### src/rtl/alu_arb_pkg.sv
// Shared widths, FSM encoding and operation payload for the two-port ALU arbiter.
package alu_arb_pkg;

  localparam int unsigned DATA_W  = 32;
  localparam int unsigned RES_W   = 64;
  localparam int unsigned SHAMT_W = 5;
  localparam int unsigned OP_W    = 4;
  localparam int unsigned NREQ    = 2;
  localparam int unsigned LAT_W   = 3;
  localparam int unsigned CNT_W   = 16;

  typedef enum logic [1:0] {
    IDLE = 2'd0,
    EXEC = 2'd1,
    RESP = 2'd2
  } state_e;

  typedef struct packed {
    logic [DATA_W-1:0]  a;
    logic [DATA_W-1:0]  b;
    logic [SHAMT_W-1:0] r;
    logic [OP_W-1:0]    op;
  } alu_op_t;

  function automatic logic [NREQ-1:0] idx2onehot(input logic idx);
    return idx ? 2'b10 : 2'b01;
  endfunction

endpackage

### src/rtl/rr_arb2.sv
// Two-way round-robin picker: a lone request wins, a tie goes to the side not granted last.
module rr_arb2
  import alu_arb_pkg::*;
(
  input  logic [NREQ-1:0] req_valid_i,
  input  logic            last_grant_i,
  output logic [NREQ-1:0] grant_c_o
);

  always_comb begin
    grant_c_o = '0;
    unique case (req_valid_i)
      2'b01:   grant_c_o = 2'b01;
      2'b10:   grant_c_o = 2'b10;
      2'b11:   grant_c_o = last_grant_i ? 2'b01 : 2'b10;
      default: grant_c_o = '0;
    endcase
  end

endmodule

### src/rtl/alu_arbiter.sv
// Shares one external clocked ALU between two requesters: accept, run for ALU_LAT, return result.
// Optional per-requester grant counters on grant_cnt when ALU_ARB_STATS_EN is defined.
module alu_arbiter
  import alu_arb_pkg::*;
#(
  parameter int unsigned ALU_LAT = 1
) (
  input  logic                    clk,
  input  logic                    rst_n,
  input  logic [NREQ-1:0]         req_valid,
  output logic [NREQ-1:0]         req_ready,
  input  logic [NREQ*DATA_W-1:0]  req_a,
  input  logic [NREQ*DATA_W-1:0]  req_b,
  input  logic [NREQ*SHAMT_W-1:0] req_r,
  input  logic [NREQ*OP_W-1:0]    req_op,
  output logic [NREQ-1:0]         resp_valid,
  input  logic [NREQ-1:0]         resp_ready,
  output logic [RES_W-1:0]        resp_data,
  output logic [DATA_W-1:0]       alu_a,
  output logic [DATA_W-1:0]       alu_b,
  output logic [SHAMT_W-1:0]      alu_r,
  output logic [OP_W-1:0]         alu_opcode,
  input  logic [RES_W-1:0]        alu_out,
  output logic                    busy
`ifdef ALU_ARB_STATS_EN
  ,
  output logic [NREQ*CNT_W-1:0]   grant_cnt
`endif
);

  state_e           state_q, state_d;
  logic             owner_q, owner_d;
  logic             last_q, last_d;
  logic [LAT_W-1:0] cnt_q, cnt_d;
  alu_op_t          op_q, op_d;
  logic [RES_W-1:0] resp_q, resp_d;

  logic [NREQ-1:0]  grant;
  logic             win;
  logic             hs;
  alu_op_t          sel_op;

  rr_arb2 u_arb (
    .req_valid_i  (req_valid),
    .last_grant_i (last_q),
    .grant_c_o    (grant)
  );

  // Ready is offered only in IDLE and never while reset is applied.
  assign req_ready = (state_q == IDLE && rst_n) ? grant : '0;
  assign hs        = |req_ready;
  assign win       = grant[1];
  assign sel_op    = '{a:  win ? req_a[DATA_W +: DATA_W]   : req_a[0 +: DATA_W],
                       b:  win ? req_b[DATA_W +: DATA_W]   : req_b[0 +: DATA_W],
                       r:  win ? req_r[SHAMT_W +: SHAMT_W] : req_r[0 +: SHAMT_W],
                       op: win ? req_op[OP_W +: OP_W]      : req_op[0 +: OP_W]};

  always_comb begin
    state_d = state_q;
    owner_d = owner_q;
    last_d  = last_q;
    cnt_d   = cnt_q;
    op_d    = op_q;
    resp_d  = resp_q;
    unique case (state_q)
      IDLE: begin
        if (hs) begin
          op_d    = sel_op;
          owner_d = win;
          last_d  = win;
          cnt_d   = LAT_W'(ALU_LAT);
          state_d = EXEC;
        end
      end
      EXEC: begin
        cnt_d = cnt_q - LAT_W'(1);
        // Last latency cycle: the ALU output is valid at this edge.
        if (cnt_q == LAT_W'(1)) begin
          resp_d  = alu_out;
          state_d = RESP;
        end
      end
      RESP: begin
        if (resp_ready[owner_q]) state_d = IDLE;
      end
      default: state_d = IDLE;
    endcase
  end

  always_ff @(posedge clk) begin
    if (!rst_n) begin
      state_q <= IDLE;
      owner_q <= 1'b0;
      last_q  <= 1'b1;
      cnt_q   <= '0;
      op_q    <= '0;
      resp_q  <= '0;
    end else begin
      state_q <= state_d;
      owner_q <= owner_d;
      last_q  <= last_d;
      cnt_q   <= cnt_d;
      op_q    <= op_d;
      resp_q  <= resp_d;
    end
  end

  assign resp_valid = (state_q == RESP) ? idx2onehot(owner_q) : '0;
  assign resp_data  = resp_q;
  assign busy       = (state_q != IDLE);
  assign alu_a      = op_q.a;
  assign alu_b      = op_q.b;
  assign alu_r      = op_q.r;
  assign alu_opcode = op_q.op;

`ifdef ALU_ARB_STATS_EN
  logic [NREQ-1:0][CNT_W-1:0] gcnt_q, gcnt_d;

  // Saturating grant counters, one per requester.
  always_comb begin
    gcnt_d = gcnt_q;
    if (hs && gcnt_q[win] != '1) gcnt_d[win] = gcnt_q[win] + CNT_W'(1);
  end

  always_ff @(posedge clk) begin
    if (!rst_n) gcnt_q <= '0;
    else        gcnt_q <= gcnt_d;
  end

  assign grant_cnt = gcnt_q;
`endif

endmodule

### config.mk
export PLATFORM = sky130hd
export DESIGN_NAME = alu_arbiter
export DESIGN_NICKNAME = d
export VERILOG_FILES = /design/src/rtl/alu_arb_pkg.sv /design/src/rtl/rr_arb2.sv /design/src/rtl/alu_arbiter.sv
export SDC_FILE = /design/constraint.sdc
export NUM_CORES = 1
export LEC_CHECK = 0
export BUFFER_PORTS_ARGS = -buffer_cell sky130_fd_sc_hd__buf_2
export CELL_PAD_IN_SITES_DETAIL_PLACEMENT = 1
export CELL_PAD_IN_SITES_GLOBAL_PLACEMENT = 1
export CORE_MARGIN = 3
export CORE_UTILIZATION = 29
export CTS_BUF_LIST = sky130_fd_sc_hd__clkbuf_16
export DETAILED_ROUTE_END_ITERATION = 16
export GPL_ROUTABILITY_DRIVEN = 0
export PLACE_DENSITY = 0.86
export SETUP_SLACK_MARGIN = 0.4
export SYNTH_ARGS = -nofsm -noshare
export SYNTH_HDL_FRONTEND = slang
export SYNTH_SLANG_ARGS = --single-unit
### constraint.sdc
create_clock -name clk -period 1.7 [get_ports clk]
set_input_delay 0.255 -clock clk [delete_from_list [all_inputs] [get_ports clk]]
set_output_delay 0.255 -clock clk [all_outputs]
set_load 0.005 [all_outputs]
==> results.json <==
{
  "rsz0062_at_grt": "true",
  "hold_viol": 0,
  "ys.flop_type": "dfxtp_1",
  "ioPinCount": 358,
  "ys_seq_elements": 144,
  "violations": "setup timing",
  "synth-edff-count": 0,
  "gr-total-overflow": 0,
  "tightest_slew_ps": 436.4,
  "dpl_worst_slack_ps": 135.3,
  "cts.htree.levels": 4,
  "outcome": "finished with violations",
  "finClkSkew_ps": 9.222,
  "dr.pass1.iters": 4,
  "min_period_ps": 1855,
  "whs_ps": 69.53,
  "clockBufferDepth": 2,
  "antenna_found_initial": 2,
  "fill_cells": 2297,
  "grt.total_usage_pct": 25.06,
  "netlist_instances": 748,
  "cts_buffers": 17,
  "power.density_nw_per_um2": 1021,
  "async_flop_share_pct": 0,
  "power_mw": 10.96,
  "grt_pass1_vias": 7867,
  "routed_wirelength_mm": 30.75,
  "chipHeight_um": 148.1,
  "slew_headroom_pct": 70.91,
  "dieArea_um2": 21930,
  "power_leakage_nw": 4.579,
  "postCtsHoldBufs": 0,
  "initial_utilization_pct": 29.79,
  "die_w_um": 148.1,
  "drive_above_1_share_pct": 54.82,
  "synth_area_leaders": "dfxtp_1, nor3_1, a21oi_1",
  "std_cell_rows": 51,
  "cts.clk_slew.worst_paths_ps": 70,
  "synth_cell_type_count": 30,
  "ir_worst_vdd_mv": 0.6595,
  "ys_warn_count": 0,
  "hp-class": "primary input to flip-flop",
  "drc_errors": 0,
  "cp.required_ps": 1990,
  "grt_max_degree": 64,
  "root_buffer": "clkbuf_16",
  "slew_violations": 0,
  "startpoint_type": "flip-flop",
  "portBuffers": 357,
  "coreArea_um2": 19650,
  "synthesis.nets": 966,
  "syn_area_um2": 5856,
  "synth_top_area_cell": "dfxtp_1",
  "viasPerCell": 5.340,
  "endpoint_kind": "flip-flop",
  "finalSetupViolCount": 68,
  "cp.arrival_ps": 2150,
  "fin_nets": 1348,
  "worstSetupPathType": "flip-flop to flip-flop",
  "grt_pass1_wl_mm": 43.55,
  "synth_top_area_share_pct": 49.23,
  "setup_tns_ps": -4292,
  "finalCritPeriodShare_pct": 109.1,
  "area_growth_pct": 83.27,
  "cts_tree": "yes",
  "synth_area_per_cell_um2": 7.828,
  "clock-sinks": 144,
  "wire_per_inst_um": 21.81,
  "finalWorstSetupSlack_ps": -155.0,
  "dpl.hpwl_mm": 16.99,
  "drtIter0Drc": 229,
  "drv_cap": 0,
  "vias": 7529,
  "ant_nets": 0,
  "clock_latency_ps": 420,
  "max_freq_ghz": 0.5391,
  "cp_max_fo": 8,
  "final_util_pct": 54.60,
  "synth_seq_area_share_pct": 49.23
}
[cell type report]
cell class,count,area (um^2),area share [%]
diodes,3,7.507,0.06995
clock buffers,17,425.4,3.964
clock inverters,14,156.4,1.457
inverters,4,17.52,0.1632
multi-input cells,520,3631,33.83
flip-flops and latches,144,2885,26.89
well taps,265,331.6,3.090
repair buffers,443,3277,30.54
[critical path: stages (launching register included)]
cell	delay, ps
dfxtp_2	330
buf_4	140
or3b_4	410
buf_6	140
buf_12	130
buf_12	150
buf_12	150
nor3_4	200
nor4_1	90
[path summary, 6_finish.rpt]
| check | startpoint | to | slack (ps) | cells after the start |
|---|---|---|---|---|
| max reg2reg | state_q[0]$_SDFFE_PN0P_ | alu_a[18]$_SDFFE_PN0P_ | -150 | 8 |
| min | alu_out[26] | resp_data[26]$_SDFFE_PN0P_ | 70 | 3 |
| min reg2reg | resp_data[33]$_SDFFE_PN0P_ | resp_data[33]$_SDFFE_PN0P_ | 450 | 2 |
| max | state_q[0]$_SDFFE_PN0P_ | alu_a[18]$_SDFFE_PN0P_ | -150 | 8 |
[cells by family (layout without fill, tap and decap cells)]
logic type                 after synthesis  count (layout)  share of synthesized area, %
muxes                                    1               1                        0.1709
DFF                                    144             144                         49.23
other                                    0               3                             0
buffers and inverters                   84             478                         6.282
adders and majority gates                2               2                        0.4273
and+or+nand+nor                        372             372                         31.32
AOI/OAI and AO/OA                      145             145                         12.56
[registers in the layout, indices dropped and copies added (netlist names)]
signal	count
cnt_q	3
alu_a	32
last_q	1
owner_q	1
resp_data	64
alu_b	32
alu_r	5
state_q	2
alu_opcode	4
[cell usage in the layout (no fill, tap or decap), types with 3 or more instances in the layout]
cell type and instances:
diode_2 3, dfxtp_1 142, nor4_1 60, a21oi_1 124, nand3b_1 3, nand2_2 22, buf_4 19, nand2_1 108
buf_16 18, a21oi_2 16, clkbuf_16 18, nor4_2 13, buf_12 29, buf_6 13, buf_2 356, inv_6 4
nor3_1 62, nor3_2 33, nor3_4 53, clkinv_4 3, inv_1 3, buf_8 7
[timing repair]
action,CTS,global route
gates cloned,16,1
gates resized for setup,150,109
endpoints found under the setup margin,146,149
setup buffers,32,5
pin swaps,25,15
[power breakdown]
group          switching [mW]  internal, mW  leakage (nW)
logic                    1.66          1.56          3.11
registers               0.199          3.72          1.18
clock network            1.64          2.18         0.280
total                    3.49          7.46          4.58
[synth_stat cells, types with 3 or more instances]
cell type / instances
buf_2: 36
nor4_1: 73
nand2_1: 131
nor2b_1: 3
nor2_1: 3
nand3b_1: 3
a21oi_1: 140
buf_1: 8
nor3_1: 148
inv_1: 3
clkbuf_1: 35
dfxtp_1: 144
[routing by layer]
metal  track usage (%)  part of all wire (%)  vias to the layer above
met5                 0                     0                        -
met4             8.961                   3.1                        0
met3             7.252                   7.8                       70
met2             45.54                    52                      358
met1             27.86                    37                     3674
li1                  -                     -                     3427
[metrics by stage]
stage / cells / instance area, um^2
after floorplan: 748 / 5948
after global placement: 1322 / 8124
after detailed placement: 1322 / 8124
after CTS: 1401 / 10090
after global routing: 1409 / 10730
final: 1410 / 10730
Power figures use the tool's default switching activity.
